### src/rtl/enemy_fire_scheduler.sv
// enemy_fire_scheduler: frame-paced round-robin choice of the next enemy column to fire, limited by free bullet slots.
module enemy_fire_scheduler #(
  parameter int num_cols_p = 8,
  parameter int fire_period_p = 60,
  parameter int max_bullets_p = 2,
  localparam int cw = $clog2(num_cols_p),
  localparam int fw = $clog2(max_bullets_p + 1),
  localparam int pw = $clog2(fire_period_p + 1)
) (
  input  logic                  clk_i,
  input  logic                  reset_i,
  input  logic                  frame_i,
  input  logic                  game_en_i,
  input  logic [num_cols_p-1:0] col_alive_i,
  input  logic                  bullet_done_i,
  output logic [num_cols_p-1:0] fire_o,
  output logic                  fire_v_o,
  output logic [cw-1:0]         fire_col_o,
  output logic [fw-1:0]         in_flight_o
);
  typedef enum logic [1:0] {IDLE, COOLDOWN, ARB, FIRE} state_t;
  state_t state, state_n;
  logic [pw-1:0] cnt, cnt_n;
  logic [cw-1:0] ptr, ptr_n, grant_q, pick, idx;
  logic [num_cols_p-1:0] fire_n;
  logic [fw-1:0] flight_n;
  logic eligible, hit, last;
  assign eligible = |col_alive_i && in_flight_o < fw'(max_bullets_p);
  assign hit = state == FIRE && col_alive_i[grant_q];
  assign last = frame_i && cnt == pw'(fire_period_p - 1);
  // Descending scan so the column closest to ptr (in wrap order) wins.
  always_comb begin
    pick = ptr;
    idx = '0;
    for (int i = num_cols_p - 1; i >= 0; i--) begin
      idx = cw'((int'(ptr) + i) % num_cols_p);
      if (col_alive_i[idx]) pick = idx;
    end
  end
  always_ff @(posedge clk_i or posedge reset_i)
    if (reset_i) state <= IDLE;
    else state <= state_n;
  always_comb begin
    state_n = state;
    cnt_n = cnt;
    case (state)
      IDLE: begin
        state_n = COOLDOWN;
        cnt_n = '0;
      end
      COOLDOWN: if (frame_i) begin
        state_n = last ? ARB : COOLDOWN;
        cnt_n = last ? '0 : cnt + pw'(1);
      end
      ARB: state_n = eligible ? FIRE : ARB;
      FIRE: state_n = hit ? COOLDOWN : ARB;
    endcase
    if (!game_en_i) begin
      state_n = IDLE;
      cnt_n = '0;
    end
  end
  always_comb begin
    fire_n = hit ? num_cols_p'(1) << grant_q : '0;
    ptr_n = hit ? (grant_q == cw'(num_cols_p - 1) ? '0 : grant_q + 1'b1) : ptr;
    flight_n = hit && bullet_done_i ? in_flight_o :
               hit ? in_flight_o + 1'b1 :
               bullet_done_i && in_flight_o != '0 ? in_flight_o - 1'b1 : in_flight_o;
  end
  always_ff @(posedge clk_i or posedge reset_i)
    if (reset_i) begin
      cnt <= '0;
      ptr <= '0;
      grant_q <= '0;
      fire_o <= '0;
      fire_v_o <= 1'b0;
      fire_col_o <= '0;
      in_flight_o <= '0;
    end else begin
      cnt <= cnt_n;
      ptr <= ptr_n;
      grant_q <= state == ARB && eligible ? pick : grant_q;
      fire_o <= fire_n;
      fire_v_o <= hit;
      fire_col_o <= hit ? grant_q : fire_col_o;
      in_flight_o <= flight_n;
    end
endmodule

### config.mk
export PLATFORM = sky130hd
export DESIGN_NAME = enemy_fire_scheduler
export DESIGN_NICKNAME = d
export VERILOG_FILES = /design/src/rtl/enemy_fire_scheduler.sv
export SDC_FILE = /design/constraint.sdc
export NUM_CORES = 1
export LEC_CHECK = 0
export ABC_AREA = 0
export BUFFER_PORTS_ARGS = -buffer_cell sky130_fd_sc_hd__clkbuf_2
export CORE_UTILIZATION = 55
export DETAILED_ROUTE_END_ITERATION = 10
export PLACE_DENSITY = 0.76
export SLEW_MARGIN = 0
export SYNTH_ARGS = -nofsm -noshare
export SYNTH_HDL_FRONTEND = slang
export SYNTH_SLANG_ARGS = --single-unit
### constraint.sdc
create_clock -name clk_i -period 5 [get_ports clk_i]
set_input_delay 1 -clock clk_i [delete_from_list [all_inputs] [get_ports clk_i]]
set_output_delay 1 -clock clk_i [all_outputs]
set_load 0.02 [all_outputs]
### Yosys cells after proc, flatten, opt, wreduce, memory -nomap -nowiden

Index checks and enable logic that the tools add are counted.

| storage, ports and cells | value |
|---|---|
| register bits | 28 |
| bits in latches | 0 |
| bits in writable memories | 0 |
| memory bits (read-only) | 0 |
| input port bits | 13 |
| memories kept | 0 |

| operators by class | value |
|---|---|
| $add $sub $neg | 11 |
| multipliers | 0 |
| divide/modulo/power cells | 0 |
| order comparisons | 10 |
| equal/unequal tests | 7 |
| shift operators | 1 |
| multiplexer cells | 40 |
| bitwise operators | 1 |
| reductions and logical operators | 12 |

Operators by type and width:

| kind | count |
|---|---|
| $lt A3 B4 Y1 const B | 9 |
| $bmux W1 S3 | 9 |
| $mux W3 | 9 |
| $mux W6 | 3 |
| $add A3 B3 Y3 const B | 4 |
| $mux W2 | 6 |
| $pmux W6 S2 | 1 |
| $mux W1 | 10 |
| $mux W8 | 1 |
| $pmux W2 S4 | 1 |
| $reduce_or A8 Y1 | 1 |
| $shl A1 B3 Y8 const A | 1 |
| $add A3 B1 Y3 const B | 2 |
| $add A3 B2 Y3 const B | 2 |
| $add A6 B1 Y6 const B | 1 |
| $eq A6 B6 Y1 const B | 1 |
| $logic_and A1 B1 Y1 | 6 |
| $eq A2 B2 Y1 const B | 2 |
| $reduce_and A2 Y1 | 2 |
| $reduce_bool A2 Y1 | 2 |
| $eq A3 B3 Y1 const B | 1 |
| $ne A3 B1 Y1 const B | 1 |
| $ne A3 B3 Y1 const B | 1 |
| $add A2 B1 Y2 const B | 1 |
| 5 further kinds | 5 |

### Logic depth before layout (Yosys ltp)

| depth | value |
|---|---|
| depth in word-level cells | 11 |
| depth in mapped cells | 11 |
| depth with buffers taken out | 8 |

### Least setup slack after synthesis

Ideal clock, no wire load.

| timing path | value |
|---|---|
| kind | reg-to-reg |
| start | register ptr[1] |
| end | register grant_q[1] |
| data arrival time | 2.692 ns |
| data required time | 4.860 ns |
| setup slack | 2.168 ns |
| cell stages (with the launch flop) | 12 |
| period minus slack after synthesis | 2.832 ns |
| cells stage by stage | dfrtp_1 > buf_6 > clkbuf_1 > inv_1 > ha_1 > buf_2 > mux4_2 > mux2_2 > nor4_1 > nor2_1 > a21oi_1 > o221ai_1 |

| on the way | value |
|---|---|
| word-level cells in the longest chain between the ends | 11 |
| elaborated cells between the ends (all ways) | 31 |
| classes of those cells | add/sub: 7; mux: 24 |

RTL lines:

| what | line | source |
|---|---|---|
| start: declaration | 24 | `logic [cw-1:0] ptr, ptr_n, grant_q, pick, idx;` |
| start signal: assignment | 81 | `ptr <= ptr_n;` |
| $add A3 B3 Y3 | 36 | `idx = cw'((int'(ptr) + i) % num_cols_p);` |
| $bmux W1 S3 | 37 | `if (col_alive_i[idx]) pick = idx;` |
| $mux W1 (not written as such) | 37 |  |
| $mux W3 (7 in a row) | 37 |  |
| $mux W3 (*) | 37 |  |
| end signal: assignment | 82 | `grant_q <= state == ARB && eligible ? pick : grant_q;` |
| end: declaration | 24 |  |

Every way passes the cells marked *; elsewhere a longest branch is shown, timed or not. The select of a mux whose other input is x is not followed.
A chain may end at the register's enable or synchronous reset.

### Worst setup path after layout

| timing path | value |
|---|---|
| start | register ptr[0] |
| end | register grant_q[1] |

The elaborated chain is that of the path after synthesis.

==> summary.txt <==
Layout
  – Layout area overhead: 8.44%
  – Ratio of cells with drive above 1 in the final layout: between 20% and 30%
  – Antenna diodes: 0
  – Filler Cells Inserted: 325
  – Fin cells: roughly 290
  – Layout Utilization: 62.3%
  – Fin nets: about 260

Synth
  – Number of nets produced by synthesis: approximately 240
  – Synth top area share: approximately 33%
  – Syn Std Cell Area: approximately 2100 um2
  – Cell taking the most area after synthesis: dfrtp_1
  – Top_reg_cell synth: dfrtp_1
  – Post-synthesis sequential area ratio: 33.3%
  – Main area contributors after synthesis: dfrtp_1, mux4_2, ha_1
  – Mapped Avg Cell Area: 9.74 um2
  – Post-synth ARST share: between 90% and 100%
  – Cells after synthesis: about 220
  – Commonest cells post-synth: dfrtp_1, nand2_1, nor2_1
  – Warnings from Yosys: 0
  – Most numerous cell in the Yosys netlist: dfrtp_1
  – EDFF count, synth: 0
  – Synthesis-stage register bit count: 28
  – Cell variety after synth: 46

Drt
  – Drt initial violations: just under 80
  – Routed vias: 1709
  – DRT Pass-1 Iters: 4
  – Antenna-violating nets left: 0
  – Final wirelength: around 4400 um
  – Post-route DRC: 0
  – Vias per std cell: about 6.0
  – WL/cell: 15.5 um

Power and ir drop
  – Cell Pwr Density: around 220 nW/um2
  – Internal: 0.346 mW
  – Max VDD drop: ~0.096 mV
  – Switching Fraction: 29.6%
  – Net switching power: between 0.1 and 0.15 mW
  – Clock share of power: roughly a quarter
  – LEAKAGE: ~1.0 nW
  – Gate power share: a little over a quarter
  – Sequential share of power: between 40% and 50%

Timing
  – Worst slew pin tran: a little over 1000 ps
  – TNS Setup: 0 ps
  – Worst hold margin: ~490 ps
  – Period utilization: between 60% and 70%
  – Clk_skew: roughly 2.7 ps
  – RSZ-0062 raised after global routing: false
  – Fmax: about 310 MHz
  – Final setup viols: 0
  – Final Hold Fails: 0
  – Slew HR: between 30% and 40%
  – Max-slew violation count: 0
  – Min Tclk post-route: ~3200 ps

Worst setup path
  – Setup CP Type: reg -> reg
  – R2R depth: 8
  – Crit path max-delay family: multiplexers
  – Reg-to-Reg End: grant_q[1]
  – Max FO, Critical Path: 18
  – CP Cell Sequence: inv_1, ha_1, mux4_2, mux2_2, nor4_1, nor2_1, a21oi_1, o221ai_1
  – CP endpoint: grant_q[1]
  – FF-to-FF setup slack: about 1800 ps
  – Stages on the worst setup path: 8
  – WP buf/inv: 1
  – Crit path from: ptr[0]
  – CP Launch Type: register
  – Req. time, crit path: between 5000 and 6000 ps
  – Worst reg2reg path startpoint: ptr[0]
  – Worst setup EP type: register
  – Largest stage delay, worst path: approximately 900 ps
  – CP arrival: between 3000 and 4000 ps
  – Slowest CP cell: dfrtp_1

Placed design
  – Buffers on Ports: 26
  – Placer Congestion: approximately 0.88
  – Placed cells: roughly 280
  – Detailed Place HPWL: 3350 um

Hold path
  – Worst hold-check path type: reg -> reg

Floorplanning
  – CORE AREA: around 3700 um2
  – Die Wd: between 60 and 70 um
  – Ports: 27
  – Initial core utilization: between 50% and 60%
  – Die footprint: between 4000 and 5000 um2
  – Rows: 22
  – Die height: between 60 and 70 um

Clock tree
  – Clock Tree Buf Depth: 2
  – CTS tree: yes
  – Post-CTS Setup Bufs: 0
  – Root buf cell: clkbuf_8
  – Post-CTS sizing: 0
  – Cts hold-fix bufs: 0
  – Clock Latency Late Sink: approximately 270 ps
  – Clock edge transition at the registers on the reported setup and hold paths: ~90 ps
  – CTS Buf Count: 3
  – H-tree levels: 1
  – Clock Sinks: 28

Global routing
  – Initial antenna violation count: 0
  – First-pass GRT wire length: roughly 8000 um
  – Total GRT Usage: around a quarter
  – Number of global-route vias before repair: around 1700
  – Largest net degree at the start of global routing: 29
  – Grt ovf: 0

Job
  – Max-cap viol count: 0

Outcome
  – Status: complete, no violations
==> cell type report <==
class	instances	area [um2]	share of cell area, %
repair buffers	26	130	5.70
multi-input cells	168	1310	57.2
well taps	48	60.1	2.63
flip-flops and latches	28	701	30.7
clock buffers	3	41.3	1.81
inverters	12	45.0	1.97
==> worst reg2reg max path: cells and delay by family, from the launching register on <==
| kind | cells | cell delay [ps] |
|---|---|---|
| AOI/OAI and AO/OA | 2 | 270 |
| and+or+nand+nor | 2 | 320 |
| adders and majority gates | 1 | 530 |
| muxes | 2 | 930 |
| DFF | 1 | 900 |
| buffers and inverters | 1 | 110 |
==> power by group through the flow <==
stage / clock network [mW] / logic, mW / registers (mW)
after floorplan: 0 / 0.105 / 0.241
after global placement: 0 / 0.128 / 0.245
after detailed placement: 0 / 0.129 / 0.246
after CTS: 0.122 / 0.130 / 0.241
after global routing: 0.134 / 0.143 / 0.243
final: 0.119 / 0.131 / 0.241
==> logic make-up after synthesis <==
family	count (synthesis)	synth area share, %
simple gates	79	18.8
flops	28	33.3
buf+inv	20	4.70
mux	27	20.6
fa+ha+maj	9	5.35
xor+xnor	4	1.66
compound gates	49	15.6
==> worst min-delay path by stage <==
stage / to / start / depth (start not counted)
after floorplan: cnt[5] / cnt[5] / 1
final: cnt[5] / cnt[5] / 1
after global routing: fire_col_o[2] / fire_col_o[2] / 1
after global placement: cnt[5] / cnt[5] / 1
after detailed placement: cnt[5] / cnt[5] / 1
after CTS: cnt[5] / cnt[5] / 1
==> per-stage QoR <==
stage          power (mW)  area (um2)  setup slack [ps]
2_1_floorplan       0.346        2100              2170
3_3_place_gp        0.374        2240              1920
3_5_place_dp        0.375        2240              1880
4_1_cts             0.493        2280              1850
5_1_grt             0.520        2280              1530
6_report            0.491        2280              1810
==> flip-flops by register name, indices dropped and copies added (netlist names) <==
name,cells
fire_o,8
cnt,6
fire_col_o,3
grant_q,3
ptr,3
in_flight_o,2
state,2
fire_v_o,1
==> layout by cell type, fill, tap and decap left out, types with 2 or more instances in the layout <==
cell type | netlist | routed
dfrtp_1 | 28 | 28
nand2_1 | 27 | 27
clkbuf_2 | 0 | 26
nor2_1 | 13 | 13
mux4_2 | 12 | 12
inv_1 | 12 | 12
o21ai_0 | 11 | 11
a21oi_1 | 9 | 9
ha_1 | 9 | 9
mux2i_1 | 7 | 7
mux2_2 | 7 | 7
nand2b_1 | 6 | 6
and2_1 | 6 | 6
and3_1 | 6 | 6
nor3_1 | 5 | 5
nand3_1 | 5 | 5
o21ai_1 | 4 | 4
xnor2_1 | 4 | 4
nor4_1 | 3 | 3
nor2b_1 | 3 | 3
a31oi_1 | 3 | 3
o31ai_1 | 3 | 3
clkbuf_8 | 0 | 3
a22oi_1 | 2 | 2
a22o_1 | 2 | 2
a2bb2oi_1 | 2 | 2
==> metal layers <==
metal | up-vias | wire length (um) | GRT usage (%)
li1 | 835 | - | -
met3 | 6 | 174 | 1.96
met5 | - | 0 | 0
met4 | 0 | 45 | 6.53
met2 | 53 | 2190 | 42.0
met1 | 815 | 2000 | 34.0
Note: power is estimated with default switching activity, not from simulation.
